==> src/rtl/set_time_controller.sv <==
// set_time_controller: turns debounced front-panel key levels into one-cycle
// load/increment/clear/write strobes for time-set and alarm-edit sessions.
module set_time_controller #(
  parameter int REPEAT_DLY  = 500,
  parameter int REPEAT_RATE = 100,
  parameter int TIMEOUT     = 30000
) (
  input  logic       clk_i,
  input  logic       clear_i,
  input  logic       key_set_i,
  input  logic       key_alm_i,
  input  logic [2:0] alm_sel_i,
  input  logic       key_h_i,
  input  logic       key_m_i,
  input  logic       key_d_i,
  input  logic       key_of_i,
  input  logic       key_ok_i,
  input  logic       key_esc_i,
  output logic       s0_o,
  output logic [2:0] sel_o,
  output logic       clear_st_o,
  output logic       ld_time_o,
  output logic       ld_day_o,
  output logic       ld_o_f_o,
  output logic       ld_id_o,
  output logic       ih_o,
  output logic       im_o,
  output logic       tof_o,
  output logic       en_st_o,
  output logic       wr_ct_o,
  output logic [6:0] we_o,
  output logic       busy_o
);
  // state | meaning
  // IDLE  | no session, waiting for a SET or ALM key edge
  // CLR   | clear the set-time datapath
  // LOAD  | load the source value into the datapath
  // EDIT  | edit keys, auto-repeat and idle timeout active
  // STORE | write edited value to running clock or alarm register
  // ABORT | discard the edit and clear the datapath
  typedef enum logic [2:0] {ST_IDLE, ST_CLR, ST_LOAD, ST_EDIT, ST_STORE, ST_ABORT} state_t;
  typedef enum logic [1:0] {REP_NONE, REP_H, REP_M} rep_t;

  localparam int DLY_E  = (REPEAT_DLY  < 1) ? 1 : REPEAT_DLY;
  localparam int RATE_E = (REPEAT_RATE < 1) ? 1 : REPEAT_RATE;
  localparam int TO_E   = (TIMEOUT     < 1) ? 1 : TIMEOUT;
  localparam int RW     = $clog2(((DLY_E > RATE_E) ? DLY_E : RATE_E) + 1);
  localparam int TW     = $clog2(TO_E + 1);
  localparam logic [RW-1:0] DLY_LD  = RW'(DLY_E - 1);
  localparam logic [RW-1:0] RATE_LD = RW'(RATE_E - 1);
  localparam logic [TW-1:0] TO_LD   = TW'(TO_E - 1);

  localparam int K_SET = 0, K_ALM = 1, K_H = 2, K_M = 3, K_D = 4, K_OF = 5, K_OK = 6, K_ESC = 7;
  localparam int S_IH = 0, S_IM = 1, S_ID = 2, S_TOF = 3;

  state_t          state_q, state_d;
  rep_t            rep_q, rep_now;
  logic [7:0]      keys_q, keys_now, edge_w;
  logic            alarm_q, alarm_d, s0_q, s0_d;
  logic [2:0]      sel_q, sel_d;
  logic [RW-1:0]   rpt_cnt_q, rpt_cnt_d;
  logic [TW-1:0]   to_cnt_q, to_cnt_d;
  logic [3:0]      stb_q, stb_d;
  logic            rep_fire, h_ev, m_ev;

  assign keys_now = {key_esc_i, key_ok_i, key_of_i, key_d_i, key_m_i, key_h_i, key_alm_i, key_set_i};
  assign edge_w   = keys_now & ~keys_q;

  always_ff @(posedge clk_i or posedge clear_i) begin
    if (clear_i) begin
      state_q   <= ST_IDLE;
      keys_q    <= '0;
      alarm_q   <= 1'b0;
      s0_q      <= 1'b0;
      sel_q     <= '0;
      rep_q     <= REP_NONE;
      rpt_cnt_q <= '0;
      to_cnt_q  <= '0;
      stb_q     <= '0;
    end else begin
      state_q   <= state_d;
      keys_q    <= keys_now;
      alarm_q   <= alarm_d;
      s0_q      <= s0_d;
      sel_q     <= sel_d;
      rep_q     <= rep_now;
      rpt_cnt_q <= rpt_cnt_d;
      to_cnt_q  <= to_cnt_d;
      stb_q     <= stb_d;
    end
  end

  // Only the highest-priority held key repeats; a change of that key restarts the delay.
  always_comb begin
    rep_now = REP_NONE;
    if (key_h_i)      rep_now = REP_H;
    else if (key_m_i) rep_now = REP_M;
  end

  assign rep_fire = (rep_now != REP_NONE) && (rep_now == rep_q) && (rpt_cnt_q == '0);
  assign h_ev     = edge_w[K_H] || (rep_fire && rep_now == REP_H);
  assign m_ev     = edge_w[K_M] || (rep_fire && rep_now == REP_M);

  always_comb begin
    rpt_cnt_d = DLY_LD;
    if (rep_now != REP_NONE && rep_now == rep_q) begin
      if (rpt_cnt_q == '0) rpt_cnt_d = RATE_LD;
      else                 rpt_cnt_d = rpt_cnt_q - RW'(1);
    end
  end

  always_comb begin
    state_d  = state_q;
    alarm_d  = alarm_q;
    s0_d     = s0_q;
    sel_d    = sel_q;
    to_cnt_d = to_cnt_q;
    stb_d    = '0;
    case (state_q)
      ST_IDLE: begin
        if (edge_w[K_SET]) begin
          alarm_d = 1'b0;
          s0_d    = 1'b1;
          sel_d   = '0;
          state_d = ST_CLR;
        end else if (edge_w[K_ALM] && alm_sel_i != 3'd7) begin
          alarm_d = 1'b1;
          s0_d    = 1'b0;
          sel_d   = alm_sel_i;
          state_d = ST_CLR;
        end
      end
      ST_CLR:  state_d = ST_LOAD;
      ST_LOAD: begin
        to_cnt_d = TO_LD;
        state_d  = ST_EDIT;
      end
      ST_EDIT: begin
        if (|edge_w)              to_cnt_d = TO_LD;
        else if (to_cnt_q != '0)  to_cnt_d = to_cnt_q - TW'(1);
        // A repeat pulse is not activity, so an expired timeout beats it.
        if (edge_w[K_ESC])                          state_d = ST_ABORT;
        else if (edge_w[K_OK])                      state_d = ST_STORE;
        else if (edge_w[K_D])                       stb_d[S_ID] = 1'b1;
        else if (edge_w[K_OF] && alarm_q)           stb_d[S_TOF] = 1'b1;
        else if (!(|edge_w) && to_cnt_q == '0)      state_d = ST_ABORT;
        else if (h_ev)                              stb_d[S_IH] = 1'b1;
        else if (m_ev)                              stb_d[S_IM] = 1'b1;
      end
      ST_STORE, ST_ABORT: begin
        state_d = ST_IDLE;
        alarm_d = 1'b0;
        s0_d    = 1'b0;
        sel_d   = '0;
      end
      default: state_d = ST_IDLE;
    endcase
  end

  assign s0_o       = s0_q;
  assign sel_o      = sel_q;
  assign busy_o     = (state_q != ST_IDLE);
  assign en_st_o    = (state_q == ST_CLR) || (state_q == ST_LOAD) ||
                      (state_q == ST_EDIT) || (state_q == ST_STORE);
  assign clear_st_o = (state_q == ST_CLR) || (state_q == ST_ABORT);
  assign ld_time_o  = (state_q == ST_LOAD);
  assign ld_day_o   = (state_q == ST_LOAD) && !alarm_q;
  assign ld_o_f_o   = (state_q == ST_LOAD) && alarm_q;
  assign wr_ct_o    = (state_q == ST_STORE) && !alarm_q;
  assign we_o       = ((state_q == ST_STORE) && alarm_q) ? (7'b000_0001 << sel_q) : 7'b0;
  assign ih_o       = stb_q[S_IH];
  assign im_o       = stb_q[S_IM];
  assign ld_id_o    = stb_q[S_ID];
  assign tof_o      = stb_q[S_TOF];

endmodule

==> config.mk <==
export PLATFORM = sky130hd
export DESIGN_NAME = set_time_controller
export DESIGN_NICKNAME = d
export VERILOG_FILES = /design/src/rtl/set_time_controller.sv
export SDC_FILE = /design/constraint.sdc
export NUM_CORES = 1
export LEC_CHECK = 0
export ABC_AREA = 1
export BUFFER_PORTS_ARGS = -buffer_cell sky130_fd_sc_hd__buf_2
export CAP_MARGIN = 25
export CORE_MARGIN = 5
export CORE_UTILIZATION = 45
export CTS_CLUSTER_SIZE = 12
export DETAILED_ROUTE_END_ITERATION = 7
export SYNTH_ARGS = -nofsm -noshare
export SYNTH_HDL_FRONTEND = slang
export SYNTH_SLANG_ARGS = --single-unit
export TNS_END_PERCENT = 30
==> constraint.sdc <==
create_clock -name clk_i -period 1.8 [get_ports clk_i]
set_input_delay 0.18 -clock clk_i [delete_from_list [all_inputs] [get_ports clk_i]]
set_output_delay 0.18 -clock clk_i [all_outputs]
set_load 0.01 [all_outputs]
==> reports/metrics.csv, run 1 <==
metric,value,unit
die_x,85.6,µm
multi_input_area,1250,µm²
synth_nets,371,
skew,0.00843,ns
first_global_vias,2378,
cpPeakStageDelay,0.47,ns
crit_path_max_fanout,4,
synth_most_common_cell,nand2_1,
die_h,85.6,µm
synth_cells,353,
hold_viol_final,0,
whs,0.00575,ns
status,completed,
ys_ff_latch,45,
antenna_cells,0,
m1WireLength,2.77,mm
cts-buffers-inserted,5,
grtUsageTotal,17.3,%
critPathTopFamily,simple AND/OR/NAND/NOR gates,
swShare,44.2,%
holdPathStages,1,
register_area,1130,µm²
synth_area_leader_cell,dfrtp_1,
r2r-start,to_cnt_q[1]$_DFFE_PP0P_,
fin_ws,0.135,ns
p_total,4.14,mW
route.met3.wl,238,µm
slew_viol_final,0,
nets,422,
dpl_cell_area,2860,µm²
dp_cells,462,
grt_pass1_wl,10.4,mm
period_share,92.5,%
p_switching,1.83,mW
dr.max_layer_used,met4,
pwr-share-comb,43.9,%
path_cells,nor2_4 -> nand2_2 -> nor2_2 -> nand2_1 -> nor3_1 -> buf_2,
stdcell_count,477,
layout-drive-gt1-share,22.2,%
drtIter0Drc,102,
stdcell_area,3080,µm²
post-place-ws,0.177,ns
yosysWarningCount,0,
clock_latency,0.30,ns
port_buffers,34,
r2r_setup_slack,0.22,ns
ff2ff_path_depth,9,
min_path_type,input port to register,
syn_to_final_growth,19.9,%
power_leakage,1.57,nW
die_area,7330,µm²
crit_required,1.62,ns
synth_commonest_cells,"nand2_1 (98), nor2_1 (53), dfrtp_1 (45)",
h-tree-depth,2,
clk_pin_slew,0.09,ns
reg2reg_to,to_cnt_q[14]$_DFFE_PP0P_,
fmax,601,MHz
clock-sinks,45,
cp.arrival,1.48,ns
root_buffer,clkbuf_8,
postCtsSetupRepairBufs,0,
grt_overflow,0,
min_to,keys_q[5]$_DFF_PP0_,
n_fill_cell,542,
path_class,register to output port,
ios,35,
async_reset_ff_share,100,%
clock_path_buffers,2,
vias_per_cell,4.83,
initial_core_util,46.4,%
dr.pass1.iters,4,
netlist.area_leader.share,43.8,%
holdCritStartpoint,key_of_i,
worstSetupStartpointType,register,
yosys.cell_types.count,25,
end_kind,output port,
finalCoreUtilization,55.6,%
pwr-share-clk,19.4,%
maxSlewHeadroom,70.0,%
finalSetupViolations,0,
drt-total-wl,5.75,mm
grt_max_degree,26,
worst_slew_pin_slew,0.449,ns
wl_met2,2.69,mm
netlist_area,2570,µm²
wire_per_inst,12.1,µm
ant_nets,0,
synth_edf_count,0,
antenna_found_initial,0,
ys_seq_area_share,43.8,%
p_int,2.31,mW
fin_crit,1.66,ns
crit_slowest_cell,dfrtp_2,
critPathBufInv,1,
ys.flop_type,dfrtp_1,
power.density,1340,nW/µm²
rows,27,
hpwl,4.30,mm
cts_tree,yes,
core,5540,µm²
routabilityCongestion,0.815,
num_vias,2303,
setup_tns,0,ns
drv_cap,0,
seqPwrFrac,36.7,%
avgSynthCellArea,7.28,µm²
peakVddDrop,0.000742,V
drc,0,
synth_area_leaders,"dfrtp_1 (44%), nand2_1 (14%), nor2_1 (7.7%)",
## placed cells by master, fill, tap and decap left out, types with 2 or more instances in the layout
| master | instances |
|---|---|
| o21ai_1 | 6 |
| nand3_1 | 36 |
| nor2_1 | 50 |
| buf_2 | 34 |
| clkbuf_8 | 5 |
| nand2_1 | 96 |
| xor2_1 | 5 |
| inv_2 | 13 |
| dlygate4sd3_1 | 7 |
| dfrtp_2 | 2 |
| o21ai_0 | 8 |
| a21oi_1 | 3 |
| xnor2_1 | 2 |
| dfrtp_1 | 43 |
| inv_1 | 35 |
| nand2_4 | 2 |
| ha_1 | 5 |
| buf_4 | 5 |
| nand2_2 | 10 |
| nor2_4 | 6 |
| nor2_2 | 6 |
| nor3_1 | 8 |
| nand4_1 | 8 |
## power by group through the flow
| stage | sequential (mW) | clock [mW] | combinational [mW] |
|---|---|---|---|
| 4_1_cts | 1.49 | 0.825 | 1.80 |
| 3_3_place_gp | 1.51 | 0 | 1.76 |
| 2_1_floorplan | 1.47 | 0 | 1.32 |
| 3_5_place_dp | 1.50 | 0 | 1.78 |
| 5_1_grt | 1.56 | 0.878 | 2.09 |
| 6_report | 1.52 | 0.806 | 1.82 |
## layer usage
layer	global-route usage (%)	up-vias
met1	22.8	1050
met3	3.55	4
met4	4.17	0
li1	-	1209
met5	0	-
met2	29.2	40
## sequential cells by signal, summed over array words and instances, names as in the netlist
register	count
s0_o	1
rep_q	1
sel_o	3
to_cnt_q	15
rpt_cnt_q	9
alarm_q	1
state_q	3
stb_q	4
keys_q	8
## cells by family (layout without fill, tap and decap cells)
group | Yosys count | after routing | share of synthesized area, %
buf+inv | 53 | 105 | 8.32
compound gates | 18 | 18 | 3.94
xor+xnor | 7 | 7 | 2.38
fa+ha+maj | 5 | 5 | 2.43
simple gates | 225 | 225 | 39.1
flops | 45 | 45 | 43.8
## worst max-delay path by stage
stage / startpoint / to / slack (ns) / cells after the start
floorplan: to_cnt_q[0]$_DFFE_PP0P_ / to_cnt_q[3]$_DFFE_PP0P_ / 0.28 / 10
global placement: keys_q[2]$_DFF_PP0_ / to_cnt_q[14]$_DFFE_PP0P_ / 0.23 / 10
detailed placement: keys_q[2]$_DFF_PP0_ / to_cnt_q[14]$_DFFE_PP0P_ / 0.18 / 10
CTS: state_q[2]$_DFFE_PP0P_ / en_st_o / 0.005 / 8
global route: state_q[0]$_DFFE_PP0P_ / we_o[2] / -0.006 / 6
finish: state_q[0]$_DFFE_PP0P_ / we_o[0] / 0.14 / 6
## worst register-to-register path, cell delays in order (launching register included)
cell and delay (ns):
dfrtp_1 0.41, inv_1 0.10, ha_1 0.20, nand2_2 0.08
nor2_4 0.10, nand2_2 0.07, o21ai_4 0.19, nand2_4 0.16
nand2_1 0.10, nand2_1 0.05
## layout make-up
cell class              count  share of cell area, %
clock inverters             3                   1.62
repair buffers             47                   9.66
clock buffers               5                   2.23
well taps                  72                   2.92
multi-input cells         255                   40.7
inverters                  50                   6.25
flip-flops and latches     45                   36.6
## timing repair
item | in CTS | in global routing
gates resized for setup | 1 | 10
pin swaps | 0 | 1
hold buffers | 5 | 2
setup endpoints to repair | 1 | 12
hold endpoints to repair | 24 | 2
Power figures use the tool's default switching activity.
==> run 2, diff against run 1 <==
HOLD_SLACK_MARGIN = 0.1   (was not set)
REMOVE_ABC_BUFFERS = 1   (was not set)
==> run 2 against run 1 <==
- power is 0.91% higher
- setup slack worse by 0.033 ns
- final cell count is 1.9% higher
- fmax is 2.0% lower
- die area stayed put
- combinational power is 4% higher
- register-to-register slack worse by 0.04 ns
- critical path depth is 1 higher
- clock skew is 0.0010 ns lower
- routed wire length is 4.7% higher
- sequential power hardly changed
==> reports/metrics.csv, run 2 (synthesis gave the netlist of run 1 again) <==
metric,value,unit,change
grtUsageTotal,17.7,%,+0.36 points
worst_slew_pin_slew,0.459,ns,+0.0108 ns
skew,0.00742,ns,-0.00101 ns
critPathTopFamily,buffers and inverters,,
largest_reg_flops,15,,unchanged
cts_tree,yes,,
cpPeakStageDelay,0.44,ns,-0.03 ns
fmax,589,MHz,-2.0%
drt-total-wl,6.02,mm,+4.7%
antenna_found_initial,0,,unchanged
critPathBufInv,4,,+3
min_path_type,input port to register,,
crit_required,1.62,ns,about the same
dp_cells,462,,unchanged
stdcell_count,486,,+1.9%
met3_usage,3.84,%,+0.29 points
clock_latency,0.30,ns,about the same
path_cells,buf_4 -> nor2_2 -> inv_4 -> nand2_1 -> inv_1 -> nand3_1 -> buf_2,,
hold_viol_final,0,,unchanged
core,5540,µm²,unchanged
period_share,94.3,%,+1.8 points
vias_per_cell,4.79,,-0.70%
wire_per_inst,12.4,µm,+2.8%
path_class,register to output port,,
p_total,4.18,mW,+0.91%
peakVddDrop,0.00104,V,+40%
rsz0062_at_grt,yes,,
use_met1,25.3,%,+2.5 points
end_kind,output port,,
cts-buffers-inserted,5,,unchanged
drtIter0Drc,112,,+9.8%
rows,27,,unchanged
die_x,85.6,µm,unchanged
clk_pin_slew,0.09,ns,about the same
maxSlewHeadroom,69.3,%,-0.72 points
crit_path_max_fanout,19,,+15
ant_nets,0,,unchanged
regMostFlops,to_cnt_q,,
drc,0,,unchanged
finalSetupViolations,0,,unchanged
h-tree-depth,2,,unchanged
r2r_setup_slack,0.18,ns,-0.04 ns
n_fill_cell,536,,-1.1%
worstSetupStartpointType,register,,
final_common_cell,nand2_1,,
grt_overflow,0,,unchanged
ios,35,,unchanged
status,completed,,
clock-sinks,45,,unchanged
port_buffers,34,,unchanged
cp.arrival,1.52,ns,+0.04 ns
power.density,1320,nW/µm²,-1.6%
grt_pass1_wl,10.5,mm,+0.13%
syn_to_final_growth,23.0,%,
root_buffer,clkbuf_8,,
nets,431,,+2.1%
drv_cap,0,,unchanged
power_leakage,1.61,nW,+2.8%
antenna_cells,0,,unchanged
hpwl,4.33,mm,+0.69%
num_vias,2330,,+1.2%
grt_busiest_layer,met2,,
first_global_vias,2230,,-6.2%
crit_slowest_cell,dfrtp_1,,
clock_path_buffers,2,,unchanged
dr.pass1.iters,4,,unchanged
grt_util_met2,26.8,%,-2.4 points
initial_core_util,46.4,%,unchanged
routabilityCongestion,0.855,,+5.0%
slew_viol_final,0,,unchanged
die_h,85.6,µm,unchanged
die_area,7330,µm²,unchanged
layout-drive-gt1-share,23.2,%,+0.97 points
top_regs,"to_cnt_q x15, rpt_cnt_q x9, keys_q x8",,
fin_crit,1.70,ns,+0.0332 ns
grt_max_degree,21,,-19%
layout_common_cells,"nand2_1 (94), nor2_1 (49), dfrtp_1 (45)",,
[run 2: per-layer routing]
layer / up-vias / routed length, µm
met1: 1042 / 2910
met5: - / 0
li1: 1223 / -
met3: 9 / 314
met4: 0 / 90
met2: 56 / 2700
[run 2: final timing paths]
check                                              from                        to  cells past startpoint
worst max-delay path             state_q[0]$_DFFE_PP0P_                   en_st_o                      7
worst min-delay path                            key_h_i       keys_q[2]$_DFF_PP0_                      1
worst max register to register  to_cnt_q[0]$_DFFE_PP0P_   to_cnt_q[7]$_DFFE_PP0P_                      9
worst min register to register   rpt_cnt_q[0]$_DFF_PP0_    rpt_cnt_q[0]$_DFF_PP0_                      1
max in group asynchronous                       clear_i       keys_q[3]$_DFF_PP0_                      4
min in group asynchronous                       clear_i  to_cnt_q[14]$_DFFE_PP0P_                      3
[run 2: repair_timing]
item                                   CTS  global route
endpoints found under the hold margin   28             0
setup endpoints to repair                4            29
pin swaps                                0             4
hold buffers                            12             0
buffers inserted                         0             4
gates resized for setup                  2            13
cloned                                   0             1
[run 2: area by class of cell]
| type | count | area (µm²) | area share (%) |
|---|---|---|---|
| Clock buffer | 6 | 72.6 | 2.30 |
| Clock inverter | 2 | 38.8 | 1.23 |
| Tap cell | 72 | 90.1 | 2.85 |
| Inverter | 50 | 190 | 6.02 |
| Timing Repair Buffer | 55 | 367 | 11.6 |
| Multi-Input combinational cell | 256 | 1280 | 40.4 |
| Sequential cell | 45 | 1130 | 35.6 |
[run 2: metrics by stage]
step | hold slack [ns] | setup TNS, ns | util, % | cell area [µm²] | setup slack, ns
floorplan | 0.211 | 0 | - | 2540 | 0.213
global placement | 0.216 | 0 | 51.4 | 2850 | 0.248
detailed placement | 0.223 | 0 | 51.4 | 2850 | 0.226
CTS | 0.427 | 0 | 55.7 | 3090 | 0.00613
global route | 0.239 | -0.0325 | 57.1 | 3160 | -0.0325
finish | 0.189 | 0 | 57.1 | 3160 | 0.102
[run 2: report_power, final]
| part | total (mW) | internal [mW] | leakage [nW] | switching, mW |
|---|---|---|---|---|
| sequential | 1.51 | 1.24 | 0.534 | 0.266 |
| combinational | 1.90 | 0.671 | 1.03 | 1.23 |
| clock | 0.778 | 0.417 | 0.0554 | 0.360 |
| total | 4.18 | 2.33 | 1.61 | 1.85 |
